===== config.mk =====
export PLATFORM = sky130hd
export DESIGN_NAME = prince_session_ctrl
export DESIGN_NICKNAME = d
export VERILOG_FILES = /design/src/rtl/prince_session_ctrl.sv
export SDC_FILE = /design/constraint.sdc
export NUM_CORES = 2
export LEC_CHECK = 0
export ABC_CLOCK_PERIOD_IN_PS = 2300
export BUFFER_PORTS_ARGS = -buffer_cell sky130_fd_sc_hd__buf_2
export CAP_MARGIN = 0
export CORE_AREA = 4 4 604 606
export CTS_CLUSTER_DIAMETER = 80
export CTS_CLUSTER_SIZE = 25
export DETAILED_ROUTE_END_ITERATION = 10
export DIE_AREA = 0 0 608 610
export PLACE_DENSITY_LB_ADDON = 0.1
export SYNTH_ARGS = -nofsm -noshare
export SYNTH_HDL_FRONTEND = slang
export SYNTH_SLANG_ARGS = --single-unit

===== constraint.sdc =====
create_clock -name clk_i -period 2.3 [get_ports clk_i]
set_input_delay 0.69 -clock clk_i [delete_from_list [all_inputs] [get_ports clk_i]]
set_output_delay 0.69 -clock clk_i [all_outputs]
set_load 0.03 [all_outputs]

===== src/rtl/prince_session_ctrl.sv =====
// prince_session_ctrl
//   Upstream sequencer for the masked PRINCE round core. Accepts plaintext/key
//   shares over a valid/ready handshake, pulses the core start (which also
//   resets the round Controller), waits for the first rising edge of core done,
//   captures the ciphertext shares and offers them downstream over valid/ready.
//   A watchdog aborts a run that does not finish within TIMEOUT RUN cycles.
//
// Ports
//   clk_i          clock, all logic on posedge
//   reset_i        synchronous active-high reset
//   in_valid_i     input shares valid
//   in_ready_o     ready for a new request (IDLE only, low while in reset)
//   in_pt_i        plaintext shares, 64*SHARES bits
//   in_key_i       key shares, 128*SHARES bits
//   core_start_o   one-cycle start pulse to core / Controller reset
//   core_pt_o      registered plaintext shares to core
//   core_key_o     registered key shares to core, stable for the whole run
//   core_done_i    Controller done (level, may stay high several cycles)
//   core_ct_i      ciphertext shares from core
//   out_valid_o    captured ciphertext valid
//   out_ready_i    downstream accepts ciphertext
//   out_ct_o       captured ciphertext shares
//   busy_o         high whenever the FSM is not IDLE
//   err_o          one-cycle pulse after a watchdog timeout

module prince_session_ctrl #(
    parameter int unsigned SHARES  = 3,
    parameter int unsigned TIMEOUT = 64
) (
    input  logic                    clk_i,
    input  logic                    reset_i,
    input  logic                    in_valid_i,
    output logic                    in_ready_o,
    input  logic [64*SHARES-1:0]    in_pt_i,
    input  logic [128*SHARES-1:0]   in_key_i,
    output logic                    core_start_o,
    output logic [64*SHARES-1:0]    core_pt_o,
    output logic [128*SHARES-1:0]   core_key_o,
    input  logic                    core_done_i,
    input  logic [64*SHARES-1:0]    core_ct_i,
    output logic                    out_valid_o,
    input  logic                    out_ready_i,
    output logic [64*SHARES-1:0]    out_ct_o,
    output logic                    busy_o,
    output logic                    err_o
);

    localparam int unsigned PtW  = 64 * SHARES;
    localparam int unsigned KeyW = 128 * SHARES;
    localparam int unsigned CntW = $clog2(TIMEOUT + 1);

    localparam logic [CntW-1:0] CntLast = CntW'(TIMEOUT - 1);
    localparam logic [CntW-1:0] CntMax  = {CntW{1'b1}};
    localparam logic [CntW-1:0] CntOne  = CntW'(1);

    typedef enum logic [1:0] {
        StIdle,
        StStart,
        StRun,
        StHold
    } state_e;

    state_e            state_q, state_d;
    logic [CntW-1:0]   cnt_q, cnt_d;
    logic              done_q, done_d;
    logic [PtW-1:0]    pt_q, pt_d;
    logic [KeyW-1:0]   key_q, key_d;
    logic [PtW-1:0]    ct_q, ct_d;
    logic              out_valid_q, out_valid_d;
    logic              err_q, err_d;

    always_comb begin
        state_d     = state_q;
        cnt_d       = cnt_q;
        done_d      = done_q;
        pt_d        = pt_q;
        key_d       = key_q;
        ct_d        = ct_q;
        out_valid_d = out_valid_q;
        err_d       = 1'b0;

        unique case (state_q)
            StIdle: begin
                if (in_valid_i) begin
                    pt_d    = in_pt_i;
                    key_d   = in_key_i;
                    state_d = StStart;
                end
            end
            StStart: begin
                cnt_d   = '0;
                // Preset to 1 so a done level left over from a previous run is
                // not mistaken for a rising edge in the first RUN cycle.
                done_d  = 1'b1;
                state_d = StRun;
            end
            StRun: begin
                if (cnt_q != CntMax) begin
                    cnt_d = cnt_q + CntOne;
                end
                done_d = core_done_i;
                // Capture on the first done cycle only; done beats timeout.
                if (core_done_i && !done_q) begin
                    ct_d        = core_ct_i;
                    out_valid_d = 1'b1;
                    state_d     = StHold;
                end else if (cnt_q == CntLast) begin
                    err_d   = 1'b1;
                    state_d = StIdle;
                end
            end
            StHold: begin
                if (out_ready_i) begin
                    out_valid_d = 1'b0;
                    state_d     = StIdle;
                end
            end
            default: begin
                state_d = StIdle;
            end
        endcase
    end

    always_ff @(posedge clk_i) begin
        if (reset_i) begin
            state_q     <= StIdle;
            cnt_q       <= '0;
            done_q      <= 1'b0;
            pt_q        <= '0;
            key_q       <= '0;
            ct_q        <= '0;
            out_valid_q <= 1'b0;
            err_q       <= 1'b0;
        end else begin
            state_q     <= state_d;
            cnt_q       <= cnt_d;
            done_q      <= done_d;
            pt_q        <= pt_d;
            key_q       <= key_d;
            ct_q        <= ct_d;
            out_valid_q <= out_valid_d;
            err_q       <= err_d;
        end
    end

    assign in_ready_o   = (state_q == StIdle) && !reset_i;
    assign core_start_o = (state_q == StStart);
    assign core_pt_o    = pt_q;
    assign core_key_o   = key_q;
    assign out_valid_o  = out_valid_q;
    assign out_ct_o     = ct_q;
    assign busy_o       = (state_q != StIdle);
    assign err_o        = err_q;

endmodule

==> impl_results.md <==
* NumNets Final at around 6000
* DR vias at between 30000 and 40000
* Worst-margin pin slew at around 0.62 ns
* Post-Syn Area per Cell at 7.839 um^2
* Max Clock Freq at between 400 and 500 MHz
* Area Overhead vs Synth at 78.41%
* Pint at ~29 mW
* Leakage power at 19.91 nW
* Post-Place Cells at roughly 9600
* DPL Wire Length at 185.4 mm
* Clock power share at 0.382
* Fin cells at just over 10000
* Max clock buf depth at 4
* Failing checks: negative setup slack
* Detailed-route wire length at around 230 mm
* Yosys reg bits at 780
* FF-to-FF End: core_key_o[83]
* I/O pins at approximately 1500
* Synth cell types at 31
* Grt total ovfl at 0
* Power Density at approximately 990 mW/mm^2
* Endpoint type of the worst setup path: output pin
* WL per Instance at 22.39 um
* Fin. max-slew vios at 0
* Worst hold path type: in2reg
* Worst Hold End: core_key_o[169]
* Final Critical Period at between 2 and 2.5 ns
* Critical Path RT at 1.61 ns
* Hold Violations, Final at 0
* Maxcap violations at 0
* H-Tree Depth at 3
* CP Class: reg2out
* Vias per cell at between 3 and 4
* Final Core Density at 0.1328
* Max rail drop VDD at ~0.54 mV
* Hold depth at 3
* Num rows at between 200 and 250
* Synth Area in XOR/XNOR at 0
* Crit start category: flip-flop
* Worst Reg-to-Reg Cells at 9
* Most frequent cell after synthesis: nand2_1
* Vias in the first global route at about 30000
* Die W at 608 um
* Async set-reset flop share out of synthesis at 0
* First-pass GRT wire length at ~300 mm
* Hold slack at roughly 0.11 ns
* Clk slew on worst S/H paths at ~0.080 ns
* Total CTS buffers at approximately 100
* GP Congestion at between 0.8 and 0.9
* Hold path start: in_key_i[169]
* Seq/Total Area, Yosys at 0.5845
* CORE AREA at ~0.36 mm^2
* Setup Viol. Count Final at 3
* Most used DFF post-synth: dfxtp_1
* Antenna Nets Post-Route at 0
* RSZ-0062 raised after global routing: true
* Worst relative slew slack at 0.5841
* Worst skew pair latency at slightly above 0.8 ns
* Storage element area at around 0.016 mm^2
* Cell count after synthesis at roughly 3400
* Maximum fanout along the worst path at 2
* Die Y-Extent at about 610 um
* Layout cells sized above 1 at 0.3600
* Critical Path AT at between 1.5 and 2 ns
* Synth cell count leaders: 1544 x nand2_1, 780 x dfxtp_1, 774 x a21oi_1
* Share of Yosys cell area claimed by the top area cell type at 0.5845
* DR DRC count at 0
* Initial Util at 0.07443
* Cell Area, Synth at roughly 0.027 mm^2
* R2R Setup Slk at 0.30 ns
* PortBufs at between 1500 and 2000
* Run status: complete, but fails checks
* Setup WS pre-CTS at -0.1014 ns
* Sw power at around 18 mW
* Total chip power at approximately 47 mW
* Clk_skew at ~0.063 ns
* Largest net degree at the start of global routing at 80
* Area of the die at between 0.3 and 0.4 mm^2
* Fill cell count at ~42000
* Post-synthesis mux area share at 0.0003747
* Drt first pass iters at 5
* Sw Ratio at 0.3810
* Post-Synth Adder-Cell Area at 0.002810
* GRT Util Overall at 0.1154
* Initial antenna violation count at around 130
* Fraction of the mapped netlist area in compound gates at 0.1492
* Post-synthesis simple-gate area fraction at 0.2221
* Crit Reg-Reg Startpoint: state_q[0]
* Final Cycle Share at 1.085
* Logic pwr share at 0.279
* Flop pwr share at 0.339
* Setup ws final at -0.1953 ns
* Root Buffer: clkbuf_16
* Synth warnings at 0
* Multi-input logic area at 0.01006 mm^2
* CTS tree: done
* Synth Net Count at between 4000 and 5000
* DRT iter0 DRCs at between 1500 and 2000
* Largest family of logic cells by synthesized area: simple AND/OR/NAND/NOR gates
* # clock sinks at a little under 800
* Post-synth EDFFs at 0
* Yosys top cell by area: dfxtp_1
* Leading post-synthesis cells by cell area: dfxtp_1 58%, nand2_1 22%, a21oi_1 14%
==> cells in the final DEF (no fill, tap or decap), drive strengths merged, types with 14 or more instances in the layout <==
cell type       n
buf          1666
nand2        1544
dfxtp         780
a21oi         774
dlygate4sd3   258
clkbuf        118
diode          39
clkinv         25
inv            23
bufinv         14
==> sequential cells by signal, indices dropped and copies added, names as in the netlist <==
| register | flops |
|---|---|
| core_key_o | 384 |
| err_o | 1 |
| done_q | 1 |
| out_ct_o | 192 |
| state_q | 2 |
| cnt_q | 7 |
| core_pt_o | 192 |
| out_valid_o | 1 |
==> through the flow <==
stage	area, um^2	setup TNS [ns]
5_1_grt	47580	-0.7363
2_1_floorplan	26720	0
3_3_place_gp	40860	-0.1301
4_1_cts	47550	-0.7577
6_report	47670	-0.3825
3_5_place_dp	40860	-0.1014
==> routing by layer <==
layer  GRT usage  vias to the layer above  part of all wire
met3     0.04154                      276             0.081
met1      0.1403                    14610              0.42
li1            -                    14580                 -
met4     0.02263                       64             0.019
met5           0                        -            0.0018
met2      0.1956                     1074              0.48
==> final cells by class <==
type | count | share of cell area
clock buffer | 117 | 0.05683
clock inverter | 66 | 0.01958
antenna | 39 | 0.002047
inverter | 5 | 0.0006037
timing repair buffer | 1925 | 0.2556
multi-input combinational | 2366 | 0.2111
tap | 4773 | 0.1253
sequential | 780 | 0.3290
==> worst max path at each step <==
stage	startpoint	to	slack, ns
finish	state_q[0]	in_ready_o	-0.20
global route	state_q[0]	in_ready_o	-0.30
CTS	state_q[0]	in_ready_o	-0.32
detailed placement	reset_i	err_o	-0.10
global placement	reset_i	err_o	-0.13
floorplan	reset_i	in_ready_o	0.04
==> logic make-up (layout without fill, tap and decap cells) <==
group / Yosys count / in the layout
flip-flops: 780 / 780
AND/OR/NAND/NOR: 1570 / 1570
AO/OA/AOI/OAI: 789 / 789
multiplexers: 1 / 1
buffers and inverters: 262 / 2113
adder cells (fa/ha/maj): 6 / 6
other: 0 / 39
==> worst max-delay path, cell delays in order, from the launching register on <==
cell     delay [ns]
dfxtp_4        0.35
inv_4          0.06
ha_4           0.15
inv_4          0.04
nor2_4         0.21
buf_6          0.17
==> timing repair <==
| item | in CTS | in global routing |
|---|---|---|
| gates resized for setup | 164 | 2 |
| hold buffers | 258 | 0 |
| pin swaps | 3 | 3 |
| hold endpoints to repair | 258 | 0 |
| endpoints found under the setup margin | 101 | 4 |
| setup buffers | 10 | 2 |
==> power groups by stage <==
stage / logic [mW] / registers (mW) / clock network (mW)
4_1_cts: 13.6 / 16.0 / 19.0
2_1_floorplan: 3.69 / 19.0 / 0
3_3_place_gp: 12.9 / 16.3 / 0
5_1_grt: 14.2 / 16.2 / 19.4
6_report: 13.2 / 16.0 / 18.0
3_5_place_dp: 12.9 / 16.3 / 0
Power figures use the tool's default switching activity.
